[config.mk]
export PLATFORM = sky130hd
export DESIGN_NAME = mem_1rw_req_ctrl
export DESIGN_NICKNAME = d
export VERILOG_FILES = /design/src/rtl/mem_1rw_req_ctrl.sv
export SDC_FILE = /design/constraint.sdc
export NUM_CORES = 1
export LEC_CHECK = 0
export ABC_CLOCK_PERIOD_IN_PS = 4900
export CORE_MARGIN = 10
export CORE_UTILIZATION = 47
export DETAILED_ROUTE_END_ITERATION = 10
export GPL_TIMING_DRIVEN = 1
export PLACE_DENSITY_LB_ADDON = 0.25
export SLEW_MARGIN = 40
export SYNTH_ARGS = -nofsm -noshare
export SYNTH_HDL_FRONTEND = slang
export SYNTH_SLANG_ARGS = --single-unit
[constraint.sdc]
create_clock -name clk -period 4.9 [get_ports clk]
set_input_delay 0.98 -clock clk [delete_from_list [all_inputs] [get_ports clk]]
set_output_delay 0.98 -clock clk [all_outputs]
set_load 0.05 [all_outputs]
[src/rtl/mem_1rw_req_ctrl.sv]
// mem_1rw_req_ctrl: write/read request arbiter and read response FIFO for one mem_1rw RAM.
// Optional statistics counters are enabled by defining MEM_1RW_REQ_CTRL_STAT_EN.
module mem_1rw_req_ctrl #(
  parameter int WIDTH_ADDR     = 8,
  parameter int WIDTH_DATA     = 8,
  parameter int RD_LATENCY     = 1,
  parameter int RSP_FIFO_DEPTH = 4
) (
  input  logic                  clk,
  input  logic                  rst_n,
`ifdef MEM_1RW_REQ_CTRL_STAT_EN
  output logic [15:0]           conflict_cnt,
  output logic [15:0]           credit_stall_cnt,
`endif
  input  logic                  wr_req_valid,
  output logic                  wr_req_ready,
  input  logic [WIDTH_ADDR-1:0] wr_addr,
  input  logic [WIDTH_DATA-1:0] wr_data,
  input  logic                  rd_req_valid,
  output logic                  rd_req_ready,
  input  logic [WIDTH_ADDR-1:0] rd_addr,
  output logic                  rd_rsp_valid,
  input  logic                  rd_rsp_ready,
  output logic [WIDTH_DATA-1:0] rd_rsp_data,
  output logic                  mem_wen,
  output logic                  mem_ren,
  output logic [WIDTH_ADDR-1:0] mem_addr,
  output logic [WIDTH_DATA-1:0] mem_din,
  input  logic [WIDTH_DATA-1:0] mem_dout
);

  localparam int PW = $clog2(RSP_FIFO_DEPTH);
  localparam int CW = PW + 1;

  logic                  prio_rd;
  logic [RD_LATENCY-1:0] inflight;
  logic [CW-1:0]         outstanding;
  logic [CW-1:0]         fifo_cnt;
  logic [PW-1:0]         wptr;
  logic [PW-1:0]         rptr;
  logic [WIDTH_DATA-1:0] fifo_mem [RSP_FIFO_DEPTH];
  logic [WIDTH_ADDR-1:0] addr_q;
  logic [WIDTH_DATA-1:0] din_q;

  logic rd_credit_ok;
  logic wr_gnt;
  logic rd_gnt;
  logic push;
  logic pop;

  assign rd_credit_ok = outstanding < CW'(RSP_FIFO_DEPTH);

  // Grant: a lone stream wins; on contention the priority bit decides,
  // except that a read without credit always yields to the write.
  assign wr_gnt = rst_n & wr_req_valid &
                  (~rd_req_valid | ~rd_credit_ok | ~prio_rd);
  assign rd_gnt = rst_n & rd_req_valid & rd_credit_ok &
                  (~wr_req_valid | prio_rd);

  assign wr_req_ready = wr_gnt;
  assign rd_req_ready = rd_gnt;
  assign mem_wen      = wr_gnt;
  assign mem_ren      = rd_gnt;

  assign push         = inflight[RD_LATENCY-1];
  assign rd_rsp_valid = fifo_cnt != '0;
  assign pop          = rd_rsp_valid & rd_rsp_ready;
  assign rd_rsp_data  = fifo_mem[rptr];

  // RAM address/data mux; holds the last granted values when idle.
  always_comb begin
    mem_addr = addr_q;
    mem_din  = din_q;
    unique case (1'b1)
      wr_gnt: begin
        mem_addr = wr_addr;
        mem_din  = wr_data;
      end
      rd_gnt:  mem_addr = rd_addr;
      default: ;
    endcase
  end

  // Arbitration state, read-valid pipeline, FIFO pointers and credit count.
  always_ff @(posedge clk or negedge rst_n) begin
    if (!rst_n) begin
      prio_rd     <= 1'b0;
      inflight    <= '0;
      outstanding <= '0;
      fifo_cnt    <= '0;
      wptr        <= '0;
      rptr        <= '0;
      addr_q      <= '0;
      din_q       <= '0;
    end else begin
      if (wr_req_valid && rd_req_valid && rd_credit_ok)
        prio_rd <= ~prio_rd;
      inflight <= RD_LATENCY'({inflight, rd_gnt});
      if (wr_gnt) begin
        addr_q <= wr_addr;
        din_q  <= wr_data;
      end else if (rd_gnt) begin
        addr_q <= rd_addr;
      end
      if (push) wptr <= wptr + 1'b1;
      if (pop)  rptr <= rptr + 1'b1;
      unique case ({push, pop})
        2'b10:   fifo_cnt <= fifo_cnt + 1'b1;
        2'b01:   fifo_cnt <= fifo_cnt - 1'b1;
        default: ;
      endcase
      unique case ({rd_gnt, pop})
        2'b10:   outstanding <= outstanding + 1'b1;
        2'b01:   outstanding <= outstanding - 1'b1;
        default: ;
      endcase
    end
  end

  // Response storage; captures RAM data as the read reaches its latency.
  always_ff @(posedge clk) begin
    if (push) fifo_mem[wptr] <= mem_dout;
  end

`ifdef MEM_1RW_REQ_CTRL_STAT_EN
  // Saturating contention and credit-stall cycle counters.
  always_ff @(posedge clk or negedge rst_n) begin
    if (!rst_n) begin
      conflict_cnt     <= '0;
      credit_stall_cnt <= '0;
    end else begin
      if (wr_req_valid && rd_req_valid && conflict_cnt != 16'hFFFF)
        conflict_cnt <= conflict_cnt + 1'b1;
      if (rd_req_valid && !rd_credit_ok && credit_stall_cnt != 16'hFFFF)
        credit_stall_cnt <= credit_stall_cnt + 1'b1;
    end
  end
`endif

endmodule

==> results of run 1 <==
## worst reg2reg max path, delay by kind of cell, from the launching register on
family	cells	cell delay (ns)
fa+ha+maj	2	0.63
buf+inv	2	0.16
flops	1	0.40
mux	1	0.15
simple gates	2	0.71
## where the power goes
| part | internal, mW | switching, mW | total, mW | leakage, nW |
|---|---|---|---|---|
| logic | 0.407 | 0.525 | 0.931 | 0.678 |
| clock network | 0.232 | 0.179 | 0.411 | 0.0931 |
| registers | 0.640 | 0.0933 | 0.733 | 0.624 |
| total | 1.28 | 0.797 | 2.08 | 1.40 |
## layout make-up
| class | count | area, sq um | area share |
|---|---|---|---|
| multi-input cells | 79 | 838 | 0.235 |
| repair buffers | 67 | 766 | 0.214 |
| well taps | 70 | 87.6 | 0.0245 |
| clock buffers | 11 | 131 | 0.0368 |
| flip-flops and latches | 60 | 1660 | 0.465 |
| inverters | 10 | 37.5 | 0.0105 |
| clock inverters | 5 | 52.6 | 0.0147 |
## cell usage in the layout (no fill, tap or decap), drive strengths merged, types with 3 or more instances in the layout
cell type and count:
nor3b 8, clkbuf 11, inv 10, nand2 4, clkinv 3, mux4 8
xnor2 4, clkdlybuf4s50 45, buf 22, ha 6, nor2 3, xor2 6
and2 4, mux2 8, edfxtp 32, dfrtp 28, a221o 16
## how the worst min path moves through the flow
stage                                          start                          to  slack (ns)  cells past startpoint
after floorplan           outstanding[0]$_DFFE_PN0P_  outstanding[0]$_DFFE_PN0P_        0.45                      1
after global placement    outstanding[0]$_DFFE_PN0P_  outstanding[0]$_DFFE_PN0P_        0.46                      1
after detailed placement  outstanding[2]$_DFFE_PN0P_  outstanding[2]$_DFFE_PN0P_        0.47                      1
after CTS                 outstanding[0]$_DFFE_PN0P_  outstanding[0]$_DFFE_PN0P_        0.48                      1
after global routing      outstanding[2]$_DFFE_PN0P_  outstanding[2]$_DFFE_PN0P_        0.51                      1
final                     outstanding[0]$_DFFE_PN0P_  outstanding[0]$_DFFE_PN0P_        0.48                      1
## state kept, by name, summed over array words and instances (netlist names)
signal / cells
rptr: 2
fifo_cnt: 3
wptr: 2
addr_q: 8
outstanding: 3
prio_rd: 1
din_q: 8
inflight: 1
fifo_mem: 32
## routing by layer
metal / part of all wire / wire [um] / global-route usage
met5: 0 / 0 / 0
met4: 0.017 / 93 / 0.0506
met2: 0.51 / 2760 / 0.221
met1: 0.37 / 2010 / 0.132
met3: 0.099 / 538 / 0.0719
## cell families (layout without fill, tap and decap cells)
family,after synthesis,after routing,synth area share
XOR/XNOR,10,10,0.0338
multiplexers,18,18,0.112
AO/OA/AOI/OAI,19,19,0.0690
AND/OR/NAND/NOR,24,24,0.0623
adder cells (fa/ha/maj),8,8,0.0444
buffers and inverters,18,93,0.0376
flip-flops,60,60,0.641
## through the flow
stage | power (mW) | utilization | instances
2_1_floorplan | 1.36 | - | 157
3_3_place_gp | 1.65 | 0.646 | 286
3_5_place_dp | 1.69 | 0.647 | 286
4_1_cts | 2.11 | 0.682 | 302
5_1_grt | 2.19 | 0.683 | 302
6_report | 2.08 | 0.683 | 302
==> key figures, run 1 <==
Clocking
  – CTS root buf: clkbuf_8
  – Clock sink total: 60
  – Hold-fix buffers, CTS: 0
  – TritonCTS clock tree: done
  – TritonCTS Buffers: 9
  – Clk Latency, worst-skew pair: between 0.3 and 0.4 ns
  – Clock Tree Buf Depth: 2
  – # H-tree levels: 3
  – Post-CTS setup buffer count: 0
  – PostCTS Resize Cnt: 0
  – Worst-path clk slew: around 0.060 ns

Logic synthesis
  – Top-count cell post-synth: edfxtp_1
  – Largest area contributor in the netlist: edfxtp_1
  – Netlist cell types: 29
  – Post-Syn Instances: 157
  – Post-Syn Nets: slightly above 200
  – EDFF count, synth: 32
  – Most used DFF post-synth: edfxtp_1
  – Post-synthesis sequential area ratio: 0.641
  – Top-area cell type share of the netlist area: 0.371
  – Post-synthesis area per instance: 16.5 sq um
  – Post-Syn Area: 0.00259 sq mm
  – Top post-synthesis cells by area: edfxtp_1, dfrtp_1, mux4_2
  – Async S/R FF share, synth: 0.467
  – Synth warn: 0
  – Flops & latches, synth: 60
  – Synth top cells by count: edfxtp_1, dfrtp_1, a221o_1

Finish
  – Design Area, Final: roughly 0.0036 sq mm
  – Area Overhead vs Synth: 37.9%
  – Filler instances: 360
  – Diode count: 0
  – Share of cells above drive strength 1: 0.237
  – Fin nets: between 200 and 300

Run status
  – Status: complete, no violations

Critical path
  – Crit path largest cell delay: 0.47 ns
  – CP required: between 3 and 4 ns
  – CP most frequent cell: buf_4
  – Worst Path Buf+Inv: 3
  – Worst setup EP type: output port
  – Slowest-stage cell, CP: clkdlybuf4s50_1
  – Crit path max fanout: 20
  – Crit path from: rst_n
  – Crit. path cell count: 6
  – Cells on worst reg2reg path: 7
  – Top delay family on crit path: buffers and inverters
  – Reg-to-reg critical path endpoint: outstanding[1]$_DFFE_PN0P_
  – CP endpoint: mem_din[3]
  – CP Launch Type: input pin
  – R2R Path Start: outstanding[2]$_DFFE_PN0P_
  – Crit path DAT: around 3.0 ns
  – Crit path kind: in -> out
  – Critical-path cell list: clkdlybuf4s50_1 -> buf_4 -> nand2_1 -> nor2_8 -> mux2_2 -> buf_4
  – Reg2Reg Setup Slack: 2.75 ns

Place
  – Placed inst area: around 0.0034 sq mm
  – IO buf count: 65
  – Pre-CTS WS: ~0.90 ns
  – HPWL reported at the end of detailed placement: between 4000 and 5000 um
  – GP Congestion: 0.746

Floorplan
  – Die area: 0.00889 sq mm
  – Initial Util: 0.495
  – Core area: ~0.0052 sq mm
  – Die Span X: between 90 and 100 um
  – Top-Level Pins: 66
  – Num rows: 26
  – Die Span Y: 94.3 um

Timing
  – RSZ-0062 raised after global routing: false
  – Final setup viols: 0
  – Final setup TNS: 0 ns
  – Slew Limit Fails: 0
  – Worst Slack Setup Final: 0.936 ns
  – Final Hold Viols: 0
  – Crit path time final: 3.96 ns
  – Fmax: between 0.2 and 0.3 GHz
  – Tcrit/Tclk final: 0.809
  – Worst Skew: slightly below 0.01 ns
  – Relative slew slack: 0.590
  – Hold slack: slightly below 0.5 ns
  – Worst Tran Pin Value: 0.615 ns

Global routing
  – Number of global-route vias before repair: around 1800
  – Largest net degree at the start of global routing: 21
  – Initial antenna violation count: 0
  – Gr usage total: 0.131
  – Gr ovfl total: 0
  – Global-route wire length before repair: 8890 um

Route
  – Drt wl/cell: ~18 um
  – Vias per cell: 5.20
  – TritonRoute pass-1 iters: 4
  – Vias: roughly 1600
  – Final ANT Viol Nets: 0
  – Drt drc: 0
  – Drt initial violations: between 70 and 80
  – DRT Wirelength: around 5400 um

Pwr
  – Leakage: ~1.4 nW
  – PwrDens: approximately 580 mW/mm^2
  – Worst vdd ir: 0.288 mV

Job
  – Max_cap viols: 0

Hold path
  – HP Class: reg -> reg
Note: power is estimated with default switching activity, not from simulation.
==> inputs of run 2 (changes only) <==
--- a/config.mk
+++ b/config.mk
@@ -5,7 +5,7 @@
 export SDC_FILE = /design/constraint.sdc
 export NUM_CORES = 1
 export LEC_CHECK = 0
-export ABC_CLOCK_PERIOD_IN_PS = 4900
+export ABC_CLOCK_PERIOD_IN_PS = 3850
 export CORE_MARGIN = 10
 export CORE_UTILIZATION = 47
 export DETAILED_ROUTE_END_ITERATION = 10
==> constraint.sdc (replaced) <==
create_clock -name clk -period 3.85 [get_ports clk]
set_input_delay 0.77 -clock clk [delete_from_list [all_inputs] [get_ports clk]]
set_output_delay 0.77 -clock clk [all_outputs]
set_load 0.05 [all_outputs]
==> key figures, run 2 (synthesized netlist as in run 1, its figures left out) <==
Clocking
  – Hold-fix buffers, CTS: 0 (unchanged)
  – PostCTS Resize Cnt: 0 (unchanged)
  – Clock sink total: 60 (unchanged)
  – TritonCTS clock tree: done
  – CTS root buf: clkbuf_8
  – # H-tree levels: 3 (unchanged)
  – TritonCTS Buffers: 9 (unchanged)
  – Clk Latency, worst-skew pair: 0.32 ns (about the same)
  – Post-CTS setup buffer count: 0 (unchanged)
  – Worst-path clk slew: 0.06 ns (about the same)
  – Clock Tree Buf Depth: 2 (unchanged)

Timing
  – RSZ-0062 raised after global routing: false
  – Fmax: roughly 0.30 GHz
  – Hold slack: 0.484 ns (+0.00365 ns)
  – Crit path time final: about 3.4 ns
  – Worst Skew: 0.00495 ns (-0.00473 ns)
  – Slew Limit Fails: 0 (unchanged)
  – Relative slew slack: 0.537 (-0.0530)
  – Worst Tran Pin Value: 0.694 ns (+0.0796 ns)
  – Worst Slack Setup Final: 0.468 ns (-0.468 ns)
  – Final Hold Viols: 0 (unchanged)
  – Final setup viols: 0 (unchanged)
  – Tcrit/Tclk final: 0.878
  – Final setup TNS: 0 ns (unchanged)

Global routing
  – Number of global-route vias before repair: 1915 (+9.1%)
  – Gr ovfl total: 0 (unchanged)
  – Initial antenna violation count: 0 (unchanged)
  – Global-route wire length before repair: 9460 um (+6.4%)
  – Gr usage total: 0.139 (+0.00833)
  – Largest net degree at the start of global routing: 30 (+43%)

Finish
  – Biggest registers after layout: fifo_mem: 32 flops, addr_q: 8 flops, din_q: 8 flops
  – Area Overhead vs Synth: 40.3%
  – Fin nets: 272 (unchanged)
  – Commonest non-fill, non-tap cell in the layout: clkdlybuf4s50_1
  – Design Area, Final: 0.00364 sq mm (+1.8%)
  – Diode count: 0 (unchanged)
  – Share of cells above drive strength 1: 0.241 (+0.00431)
  – Fin util: 0.695 (+0.0122)
  – Post-Layout Cell Count: 302 (unchanged)
  – Most frequent cells in the layout: clkdlybuf4s50_1, edfxtp_1, dfrtp_1
  – Most flops, register: fifo_mem
  – Max reg flops: 32 (unchanged)

Place
  – IO buf count: 65 (unchanged)
  – GP Congestion: 0.752 (+0.79%)
  – HPWL reported at the end of detailed placement: 4290 um (+2.2%)
  – Pre-CTS WS: 0.498 ns (-0.398 ns)
  – Placed inst area: 0.00339 sq mm (unchanged)
  – Placed insts: 286 (unchanged)

Floorplan
  – Core area: 0.00524 sq mm (unchanged)
  – Die Span X: 94.3 um (unchanged)
  – Die area: 0.00889 sq mm (unchanged)
  – Initial Util: 0.495 (unchanged)
  – Die Span Y: 94.3 um (unchanged)
  – Num rows: 26 (unchanged)
  – Top-Level Pins: 66 (unchanged)

Pwr
  – Power, Total: 2.82 mW (+36%)
  – Leakage: 1.43 nW (+2.2%)
  – PwrDens: 774 mW/mm^2 (+33%)
  – Worst vdd ir: 0.472 mV (+64%)

Job
  – Max_cap viols: 0 (unchanged)

Critical path
  – CP Launch Type: input pin
  – Reg-to-reg critical path endpoint: outstanding[2]$_DFFE_PN0P_
  – Crit path max fanout: 18 (-10%)
  – CP required: 3.08 ns (-0.84 ns)
  – Reg2Reg Setup Slack: 1.36 ns (-1.39 ns)
  – Cells on worst reg2reg path: 10 (+3)
  – Crit path DAT: 2.61 ns (-0.37 ns)
  – Worst setup EP type: output port
  – R2R Path Start: outstanding[2]$_DFFE_PN0P_
  – Crit path kind: in -> out

Hold path
  – Hold_sp: outstanding[0]$_DFFE_PN0P_
  – HP Class: reg -> reg
  – Hold Path Cell Cnt: 1 (unchanged)
  – Hold endpoint: outstanding[0]$_DFFE_PN0P_

Route
  – DRT Wirelength: 5660 um (+4.7%)
  – Drt wl/cell: 18.7 um (+4.7%)
  – TritonRoute pass-1 iters: 4 (unchanged)
  – Drt drc: 0 (unchanged)
  – Drt initial violations: 58 (-21%)
  – Vias: 1594 (+1.5%)
  – Vias per cell: 5.28 (+1.5%)
  – Final ANT Viol Nets: 0 (unchanged)

Run status
  – Status: complete, no violations
==> run 2: cell types whose count changed in the layout (fill, tap and decap cells not counted) <==
cell / before / now
and3_1: 0 / 1
and3_2: 1 / 0
bufinv_16: 1 / 3
clkbuf_1: 2 / 0
clkbuf_8: 9 / 10
clkinv_2: 3 / 1
clkinv_4: 0 / 1
==> run 2: worst max-delay path by stage <==
stage	end	cells past startpoint	startpoint
floorplan	mem_addr[0]	4	rd_req_valid
finish	mem_addr[5]	5	rd_req_valid
detailed placement	mem_addr[3]	5	rd_req_valid
global placement	mem_addr[1]	5	rst_n
CTS	mem_addr[2]	5	rd_req_valid
global route	mem_addr[2]	5	rd_req_valid
==> run 2: layout make-up <==
class                      instances  area, sq um
sequential                        60         1660
fill                             362         1600
multi-input combinational         79          837
timing repair buffer              67          766
clock buffer                      10          138
clock inverter                     6          111
tap                               70         87.6
inverter                          10         37.5
==> run 2: worst max-delay path: stages <==
cell and delay [ns]:
clkdlybuf4s50_1 0.47, nor2b_1 0.24, and3_1 0.65, a221o_1 0.32, buf_12 0.15
==> run 2: layer usage <==
layer / GRT usage / share of wire / up-vias
li1: - / - / 736
met1: 0.139 / 0.37 / 788
met2: 0.240 / 0.53 / 62
met3: 0.0671 / 0.090 / 8
met4: 0.0608 / 0.014 / 0
met5: 0 / 0 / -
==> run 2: power by group <==
group          switching [mW]  leakage, nW  internal, mW
sequential              0.122        0.624         0.814
combinational           0.674        0.679         0.522
clock                   0.238        0.122         0.447
==> inputs of run 3 (changes only) <==
--- a/config.mk
+++ b/config.mk
@@ -11,6 +11,8 @@
 export DETAILED_ROUTE_END_ITERATION = 10
 export GPL_TIMING_DRIVEN = 1
 export PLACE_DENSITY_LB_ADDON = 0.25
+export RECOVER_POWER = 50
+export SKIP_LAST_GASP = 1
 export SLEW_MARGIN = 40
 export SYNTH_ARGS = -nofsm -noshare
 export SYNTH_HDL_FRONTEND = slang
==> key figures, run 3 (synthesized netlist as in run 1, its figures left out) <==
Global routing
  – Grt met2 use: 0.240 (unchanged)
  – Gr ovfl total: 0 (unchanged)
  – Met1 Use GR: 0.139 (unchanged)
  – GRT busiest layer: met2
  – Initial antenna violation count: 0 (unchanged)
  – Largest net degree at the start of global routing: 30 (unchanged)
  – Met3 Track Usage GR: 0.0671 (unchanged)
  – Gr usage total: 0.139 (unchanged)
  – Number of global-route vias before repair: 1915 (unchanged)
  – Global-route wire length before repair: 9460 um (unchanged)

Timing
  – Worst Slack Setup Final: 0.468 ns (-0.0000190 ns)
  – Worst Tran Pin Value: 0.695 ns (+0.000244 ns)
  – Tcrit/Tclk final: 0.878 (about the same)
  – Fmax: 0.296 GHz (about the same)
  – Slew Limit Fails: 0 (unchanged)
  – RSZ-0062 raised after global routing: false
  – Final setup TNS: 0 ns (unchanged)
  – Final setup viols: 0 (unchanged)
  – Relative slew slack: 0.537 (about the same)
  – Worst Skew: 0.00496 ns (+0.00000738 ns)
  – Crit path time final: 3.38 ns (+0.0000190 ns)
  – Final Hold Viols: 0 (unchanged)

Critical path
  – Reg2Reg Setup Slack: 1.36 ns (about the same)
  – Reg-to-reg critical path endpoint: outstanding[2]$_DFFE_PN0P_
  – Slowest-stage cell, CP: and3_1
  – Crit path kind: in -> out
  – R2R Path Start: outstanding[2]$_DFFE_PN0P_
  – CP required: 3.08 ns (about the same)
  – Worst setup EP type: output port
  – CP Launch Type: input pin
  – CP endpoint: mem_addr[5]
  – Crit path DAT: 2.61 ns (about the same)
  – Crit path largest cell delay: 0.65 ns (about the same)
  – Crit. path cell count: 5 (unchanged)
  – Worst Path Buf+Inv: 2 (unchanged)
  – Critical-path cell list: clkdlybuf4s50_1 -> nor2b_1 -> and3_1 -> a221o_1 -> buf_12
  – Cells on worst reg2reg path: 10 (unchanged)
  – Crit path max fanout: 18 (unchanged)
  – Crit path from: rd_req_valid
  – Top delay family on crit path: simple AND/OR/NAND/NOR gates

Route
  – Drt initial violations: 64 (+10%)
  – TritonRoute pass-1 iters: 4 (unchanged)
  – Final ANT Viol Nets: 0 (unchanged)
  – Vias: 1597 (+0.19%)
  – Vias per cell: 5.29 (+0.19%)
  – Drt wl/cell: 18.7 um (-0.11%)
  – Drt drc: 0 (unchanged)
  – DRT Wirelength: 5650 um (-0.11%)

Finish
  – Diode count: 0 (unchanged)
  – Post-Layout Cell Count: 302 (unchanged)
  – Most frequent cells in the layout: clkdlybuf4s50_1, edfxtp_1, dfrtp_1
  – Area Overhead vs Synth: 40.3% (unchanged)
  – Fin nets: 272 (unchanged)
  – Biggest registers after layout: fifo_mem: 32 flops, addr_q: 8 flops, din_q: 8 flops
  – Commonest non-fill, non-tap cell in the layout: clkdlybuf4s50_1
  – Area of the multi-input gates: 837 sq um (unchanged)
  – Share of cells above drive strength 1: 0.241 (unchanged)
  – Reg area: 0.00166 sq mm (unchanged)
  – Max reg flops: 32 (unchanged)
  – Most flops, register: fifo_mem
  – Filler instances: 362 (unchanged)
  – Design Area, Final: 0.00364 sq mm (unchanged)

Place
  – IO buf count: 65 (unchanged)
  – HPWL reported at the end of detailed placement: 4290 um (unchanged)
  – Placed insts: 286 (unchanged)
  – Pre-CTS WS: 0.498 ns (unchanged)
  – GP Congestion: 0.752 (unchanged)
  – Placed inst area: 0.00339 sq mm (unchanged)

Clocking
  – TritonCTS Buffers: 9 (unchanged)
  – Clk Latency, worst-skew pair: 0.32 ns (about the same)
  – Clock Tree Buf Depth: 2 (unchanged)
  – CTS root buf: clkbuf_8
  – TritonCTS clock tree: done
  – Clock sink total: 60 (unchanged)
  – Post-CTS setup buffer count: 0 (unchanged)
  – # H-tree levels: 3 (unchanged)
  – Hold-fix buffers, CTS: 0 (unchanged)
  – Worst-path clk slew: 0.06 ns (about the same)
  – PostCTS Resize Cnt: 0 (unchanged)

Floorplan
  – Die Span X: 94.3 um (unchanged)
  – Top-Level Pins: 66 (unchanged)
  – Num rows: 26 (unchanged)
  – Die area: 0.00889 sq mm (unchanged)
  – Core area: 0.00524 sq mm (unchanged)
  – Die Span Y: 94.3 um (unchanged)
  – Initial Util: 0.495 (unchanged)

Hold path
  – HP Class: reg -> reg
  – Hold_sp: outstanding[0]$_DFFE_PN0P_

Job
  – Max_cap viols: 0 (unchanged)

Pwr
  – PwrDens: 774 mW/mm^2 (about the same)
  – Worst vdd ir: 0.472 mV (about the same)
  – Leakage: 1.43 nW (about the same)

Run status
  – Status: complete, no violations
run 3: changes by cell type in the layout (fill, tap and decap cells not counted):
cell             delta
and2_1              -2
and2_0              +2
dlygate4sd3_1      +10
clkdlybuf4s50_1    -10
run 3: cell type report:
| type | instances | share of cell area |
|---|---|---|
| Clock buffer | 10 | 0.0378 |
| Clock inverter | 6 | 0.0306 |
| Inverter | 10 | 0.0103 |
| Multi-Input combinational cell | 79 | 0.230 |
| Sequential cell | 60 | 0.457 |
| Tap cell | 70 | 0.0241 |
| Timing Repair Buffer | 67 | 0.210 |
run 3: report_power, final:
group | switching, mW | internal [mW] | leakage, nW
Sequential | 0.122 | 0.814 | 0.624
Combinational | 0.674 | 0.520 | 0.679
Clock | 0.237 | 0.447 | 0.122
Total | 1.03 | 1.78 | 1.43
run 3: worst min-delay path by stage:
stage / slack (ns) / end / cells past startpoint
after global placement: 0.46 / outstanding[0]$_DFFE_PN0P_ / 1
after CTS: 0.48 / outstanding[0]$_DFFE_PN0P_ / 1
after floorplan: 0.45 / outstanding[0]$_DFFE_PN0P_ / 1
after global routing: 0.51 / din_q[4]$_DFF_PN0_ / 1
final: 0.48 / outstanding[0]$_DFFE_PN0P_ / 1
after detailed placement: 0.47 / outstanding[0]$_DFFE_PN0P_ / 1
run 3: metal layers:
metal,up-vias,part of all wire
met4,0,0.014
li1,736,-
met2,62,0.53
met1,791,0.37
met3,8,0.090
met5,-,0
run 3: per-stage QoR:
step | utilization | hold WS [ns] | total power [mW]
2_1_floorplan | - | 0.446 | 1.73
3_3_place_gp | 0.646 | 0.461 | 2.10
3_5_place_dp | 0.647 | 0.471 | 2.16
4_1_cts | 0.695 | 0.481 | 2.86
5_1_grt | 0.695 | 0.511 | 2.97
6_report | 0.695 | 0.484 | 2.82
